## config.mk

```make
export PLATFORM = sky130hd
export DESIGN_NAME = fft_seq_ctrl
export DESIGN_NICKNAME = d
export VERILOG_FILES = /design/src/rtl/fft_seq_ctrl.sv
export SDC_FILE = /design/constraint.sdc
export NUM_CORES = 1
export LEC_CHECK = 0
export ABC_AREA = 1
export CORE_UTILIZATION = 45
export DETAILED_ROUTE_END_ITERATION = 10
export HOLD_SLACK_MARGIN = 0.05
export PLACE_DENSITY = 0.66
export SETUP_SLACK_MARGIN = 0.1
export SLEW_MARGIN = 20
export SYNTH_ARGS = -nofsm -noshare
export SYNTH_HDL_FRONTEND = slang
export SYNTH_SLANG_ARGS = --single-unit
```

## constraint.sdc

```tcl
create_clock -name clk -period 3.7 [get_ports clk]
set_clock_uncertainty 0.15 [all_clocks]
set_input_delay 0.74 -clock clk [delete_from_list [all_inputs] [get_ports clk]]
set_output_delay 0.74 -clock clk [all_outputs]
set_load 0.005 [all_outputs]
```

## src/rtl/fft_seq_ctrl.sv

```systemverilog
// fft_seq_ctrl: sequences one FFT run per rising edge of the start request.
// Each run captures SAMPLE_NUM ADC samples, pulses fft_start, then waits for
// fft_done. If fft_done does not arrive within TIMEOUT WAIT cycles, the run
// reports a timeout instead. Every completed run ends with a shutdown pulse.
//
// Ports:
//   clk, rst           clock and asynchronous active-high reset
//   valid              start request level (a rising edge starts a run)
//   adc_vld            sample strobe, used only while capturing
//   fft_done           FFT completion strobe, used only while waiting
//   capture_en         high while samples are being captured
//   sample_cnt         index of the next sample to capture
//   fft_start          one-cycle FFT start pulse
//   busy               high whenever a run is in progress
//   result_ready       one-cycle pulse when the FFT completes successfully
//   timeout_err        sticky timeout flag, cleared by the next accepted start
//   shutdown           one-cycle end-of-run pulse to the key controller
module fft_seq_ctrl #(
  parameter int SAMPLE_NUM = 1024,
  parameter int TIMEOUT    = 65535
) (
  input  logic                          clk,
  input  logic                          rst,
  input  logic                          valid,
  input  logic                          adc_vld,
  input  logic                          fft_done,
  output logic                          capture_en,
  output logic [$clog2(SAMPLE_NUM)-1:0] sample_cnt,
  output logic                          fft_start,
  output logic                          busy,
  output logic                          result_ready,
  output logic                          timeout_err,
  output logic                          shutdown
);
  localparam int CW = $clog2(SAMPLE_NUM);
  localparam int TW = $clog2(TIMEOUT);

  localparam logic [2:0] S_IDLE    = 3'd0;
  localparam logic [2:0] S_CAPTURE = 3'd1;
  localparam logic [2:0] S_START   = 3'd2;
  localparam logic [2:0] S_WAIT    = 3'd3;
  localparam logic [2:0] S_DONE    = 3'd4;

  logic [2:0]    r_state;
  logic          r_valid_d;
  logic [CW-1:0] r_sample_cnt;
  logic [TW-1:0] r_timer;
  logic          r_success;
  logic          r_timeout_err;
  logic          w_trig;

  assign w_trig = valid & ~r_valid_d;

  always_ff @(posedge clk or posedge rst) begin
    if (rst) begin
      r_state       <= S_IDLE;
      r_valid_d     <= 1'b0;
      r_sample_cnt  <= '0;
      r_timer       <= '0;
      r_success     <= 1'b0;
      r_timeout_err <= 1'b0;
    end else begin
      // The request level is tracked in every state, so a rising edge seen
      // outside IDLE is consumed rather than queued.
      r_valid_d <= valid;
      case (r_state)
        S_IDLE: begin
          if (w_trig) begin
            r_sample_cnt  <= '0;
            r_timeout_err <= 1'b0;
            r_state       <= S_CAPTURE;
          end
        end
        S_CAPTURE: begin
          if (adc_vld) begin
            if (r_sample_cnt == CW'(SAMPLE_NUM - 1)) begin
              r_sample_cnt <= '0;
              r_state      <= S_START;
            end else begin
              r_sample_cnt <= r_sample_cnt + CW'(1);
            end
          end
        end
        S_START: begin
          r_timer   <= '0;
          r_success <= 1'b0;
          r_state   <= S_WAIT;
        end
        S_WAIT: begin
          r_timer <= r_timer + TW'(1);
          // fft_done has priority, so a done in the final cycle is a success.
          if (fft_done) begin
            r_success <= 1'b1;
            r_state   <= S_DONE;
          end else if (r_timer == TW'(TIMEOUT - 1)) begin
            r_timeout_err <= 1'b1;
            r_state       <= S_DONE;
          end
        end
        S_DONE: begin
          r_state <= S_IDLE;
        end
        default: r_state <= S_IDLE;
      endcase
    end
  end

  // All outputs are decoded from registers only.
  assign capture_en   = (r_state == S_CAPTURE);
  assign fft_start    = (r_state == S_START);
  assign busy         = (r_state != S_IDLE);
  assign shutdown     = (r_state == S_DONE);
  assign result_ready = (r_state == S_DONE) & r_success;
  assign timeout_err  = r_timeout_err;
  assign sample_cnt   = r_sample_cnt;
endmodule
```

Yosys cells after proc, flatten, opt, wreduce, memory -nomap -nowiden:

Index checks and enable logic that the tools add are counted.

* register bits: 32
* logic and storage cells: 50
* input bits: 5
* output and inout port bits: 16

* bitwise logic cells: 3
* equality and inequality tests: 13
* reductions and logical operators: 9
* muxes and demuxes: 17
* $add $sub $neg: 2

Operator list (count)
* $pmux 16 s2: 1
* $mux 10: 3
* $pmux 10 s2: 1
* $add 16x1->16 const B: 1
* $eq 16x16->1 const B: 1
* $mux 3: 5
* $pmux 3 s4: 1
* $add 10x1->10 const B: 1
* $eq 10x10->1 const B: 1
* $ne 2x2->1 const B: 5
* $reduce_and 4->1: 2
* $eq 3x2->1 const B: 2
* $reduce_bool 2->1: 3
* $mux 1: 4
* $pmux 1 s2: 2
* $eq 3x1->1 const B: 1
* $eq 3x3->1 const B: 1
* $logic_not 3->1: 1
* $ne 3x3->1 const B: 1
* $reduce_and 3->1: 1
* $reduce_bool 3->1: 1
* $and 1x1->1: 2
* $ne 2x1->1 const B: 1
* $reduce_and 2->1: 1
* $not 1->1: 1

Logic depth before layout (Yosys ltp):

* depth in word-level cells: 4
* mapped depth: 10
* depth with buffers taken out: 10

Least setup slack after synthesis:

Ideal clock, no wire load.

* kind: reg2out
* start point: register r_state[1]
* end point: output port capture_en
* path buffers: 1
* data required time: 2810 ps
* cell stages (with the launch flop): 3
* data arrival time: 793 ps
* setup slack: 2017 ps
* cell sequence: dfrtp_1 -> nor3_2 -> buf_6

* cells in the longest elaborated chain, start to end: 1

RTL lines
* from (decl): line 44 `logic [2:0] r_state;`
* from (signal assigned): line 56 `r_state <= S_IDLE;`
* from (signal assigned): line 71 `r_state <= S_CAPTURE;`
* from (signal assigned): line 78 `r_state <= S_START;`
* $eq 3x1->1: line 109 `assign capture_en = (r_state == S_CAPTURE);`
* to (decl): line 27 `output logic capture_en,`

No other way between the ends.

Worst setup path in the final report:

* start point: register r_state[2]
* end point: output port fft_start

* cells in the longest elaborated chain, start to end: 1

RTL lines
* $eq 3x2->1: line 110 `assign fft_start = (r_state == S_START);`
* to (decl): line 29 `output logic fft_start,`

No other way between the ends.

==> results.txt <==
----------------------------------------------------
[Layout]
  Highest-count cells in the layout ignoring fill and taps ... nand2_1, inv_1, dfrtp_1
  Area Overhead vs Synth ... 18.00%
  Final instance area ... 0.002231 mm^2
  Number of nets in the layout ... 294
  Fill cells ... 419
  Diodes inserted ... 0
  Most common cell after layout, fill and taps aside ... nand2_1
  Ratio of cells with drive above 1 in the final layout ... 6.969%

[Timing]
  Share of the cycle needed by the critical path after routing ... 69.44%
  Tightest slew margin relative to the limit ... 73.29%
  Highest clock rate ... 389.2 MHz
  Number of failing hold endpoints at the final stage ... 0
  Crit path time final ... 2.569 ns
  Fin. max-slew vios ... 0
  Actual transition at the worst max-transition pin ... 0.4007 ns
  Setup repair after global routing missed its margin ... no
  Total negative setup slack ... 0 ns
  Final number of setup-violating endpoints ... 0

[Routing]
  Number of vias per cell after detailed routing ... 5.080
  Total via count after detailed routing ... 1712
  Met2 wire length ... 1679 um
  Average detailed-routed wire length per instance ... 11.65 um
  Highest Signal Layer ... met4
  Residual antenna-violating net count after detailed routing ... 0
  Wl on met1 ... 2021 um
  DRC violation count after routing ... 0
  Initial drt markers ... 115
  Met3 WL ... 162 um
  Iteration count of the initial detailed-routing pass ... 5
  Total length of routed wires ... 3927 um

[Power]
  Power consumption ... 0.001087 W
  Leakage power ... 1.063 nW
  Worst vdd rail ir drop ... 326.8 uV
  Power Density ... 487.4 mW/mm^2

[Place]
  HPWL after detailed placement ... 2914 um
  Placed Area ... 0.002141 mm^2
  Final estimated routing congestion in global placement ... 0.8325
  Port-buffer cells ... 20

[Worst setup path]
  Number of cell instances on the worst register-to-register path ... 10
  Worst Setup EP ... fft_start
  Kind of cell adding the most delay to the critical path ... buffers and inverters
  Max stage delay cell, worst path ... clkdlybuf4s50_1
  Data required time of the critical path ... 2.81 ns
  Worst R2R Setup Slack ... 1.76 ns
  Setup crit start kind ... flip-flop
  Type of the worst setup path ... reg -> out
  Max Fanout on Critical Path ... 4
  Crit path capture type ... output port
  Count of buffering cells on the critical path with inverters included ... 2
  Critical path launch point ... r_state[2]
  R2r startpoint ... sample_cnt[0]
  Critical Path Max Stage Delay ... 0.55 ns
  Arrival time reported for the critical path endpoint ... 1.68 ns
  Cells along the critical path ... inv_1, nand2_1, nor2_1, clkdlybuf4s50_1
  Total number of cells along the worst setup path ... 4
  Reg-to-reg critical path endpoint ... r_state[0]

[Clocking]
  Hold-fix buffers at CTS ... 0
  TritonCTS clock tree ... done
  Clk_lat worst skew ... 0.28 ns
  Clock slew at reported path FFs ... 0.06 ns
  Maximum clock path buffer count ... 2
  Max H-tree Level ... 2
  Post-cts sizing count ... 0
  Setup bufs post-CTS ... 0
  CTS Buf Count ... 5
  Clock sink total ... 32
  Clock Root Buffer ... clkbuf_8

[Yosys]
  YS warnings ... 0
  Synth Register Bits ... 32
  Summed instance area of the synthesized netlist ... 0.001891 mm^2
  Library cells used by synthesis ... 27
  Syn nets ... 268
  Cell count after synthesis ... 260
  Mean instance size in the synthesized netlist ... 7.271 um^2
  Share of synthesized area occupied by flip-flops and latches ... 42.36%

[Floorplan]
  Std cell rows ... 23
  Total die area ... 0.004464 mm^2
  Total core area ... 0.004029 mm^2
  Die H ... 66.82 um
  Width of the die ... 66.82 um
  Effective utilization at floorplan ... 46.93%
  Total I/O pin count ... 21

[Global routing]
  Grt total ovfl ... 0
  Initial antenna violation count ... 0
  Largest net degree at the start of global routing ... 33
  First-pass GRT wire length ... 6969 um
  Number of global-route vias before repair ... 1567
  Overall track demand over capacity in global routing ... 21.02%

[Flow run]
  Number of maximum-capacitance constraint violations ... 0

[Status]
  Run status ... complete, no violations

[Min path]
  Worst min-delay path category ... reg -> reg

----------------------------------------------------
-- routing by layer --
metal | up-vias | GRT usage, %
met5 | - | 0
met4 | 0 | 7.979
met3 | 7 | 4.110
met2 | 38 | 31.44
met1 | 786 | 29.65
li1 | 881 | -
-- registers in the layout, summed over array words and instances (netlist names) --
| register | count |
|---|---|
| r_valid_d | 1 |
| r_timer | 16 |
| r_success | 1 |
| r_state | 3 |
| timeout_err | 1 |
| sample_cnt | 10 |
-- worst min path at each step --
| stage | slack (ns) | to | depth (start not counted) | startpoint |
|---|---|---|---|---|
| 6_report | 0.33 | timeout_err | 2 | timeout_err |
| 3_5_place_dp | 0.31 | timeout_err | 2 | timeout_err |
| 2_1_floorplan | 0.31 | timeout_err | 2 | timeout_err |
| 5_1_grt | 0.36 | timeout_err | 2 | timeout_err |
| 3_3_place_gp | 0.32 | timeout_err | 2 | timeout_err |
| 4_1_cts | 0.33 | timeout_err | 2 | timeout_err |
-- final cells by class --
type                    count  area, um^2  share of cell area (%)
repair buffers             22       215.2                   9.647
inverters                  37       138.9                   6.225
clock buffers               8       90.09                   4.038
flip-flops and latches     32       800.8                   35.89
multi-input cells         188       923.4                   41.39
well taps                  50       62.56                   2.804
-- synth_stat cells (all sizes together) --
cell / number / area (um^2)
o21bai: 1 / 7.510
nand3b: 3 / 22.52
dfrtp: 32 / 800.8
xor2: 2 / 17.52
nand4: 8 / 50.05
buf: 3 / 27.52
a21boi: 1 / 18.77
nand3: 25 / 125.1
a31o: 1 / 8.760
o21ai: 14 / 70.07
nor2: 33 / 141.4
inv: 37 / 138.9
a21oi: 7 / 35.03
nor3b: 1 / 7.510
xnor2: 3 / 26.28
nor3: 9 / 61.31
nand2: 76 / 287.8
nor4: 1 / 6.260
ha: 3 / 37.54
-- power breakdown --
part | switching (W) | internal [W]
clock | 0.000126 | 0.000152
combinational | 0.000231 | 0.000144
sequential | 0.0000440 | 0.000391
total | 0.000401 | 0.000687
-- worst reg2reg max path, delay by kind of cell, from the launching register on --
kind          cells  cell delay [ns]
simple gates      8             0.89
fa+ha+maj         1             0.29
flops             1             0.44
buf+inv           1             0.05
-- cell families after synthesis --
kind of cell,Yosys count,synth area share [%]
AO/OA/AOI/OAI,24,7.413
XOR/XNOR,5,2.317
adder cells (fa/ha/maj),3,1.986
buffers and inverters,40,8.802
flip-flops,32,42.36
AND/OR/NAND/NOR,156,37.13
-- metrics by stage --
stage          hold WS (ns)  std cells  util, %  worst slack [ns]
2_1_floorplan        0.3136        260        -             2.017
3_3_place_gp         0.3169        329    53.14             1.434
3_5_place_dp         0.3137        329    53.14             1.404
4_1_cts              0.3328        337    55.37             1.114
5_1_grt              0.3596        337    55.37             1.053
6_report             0.3257        337    55.37             1.131
(Power assumes the default switching activity.)
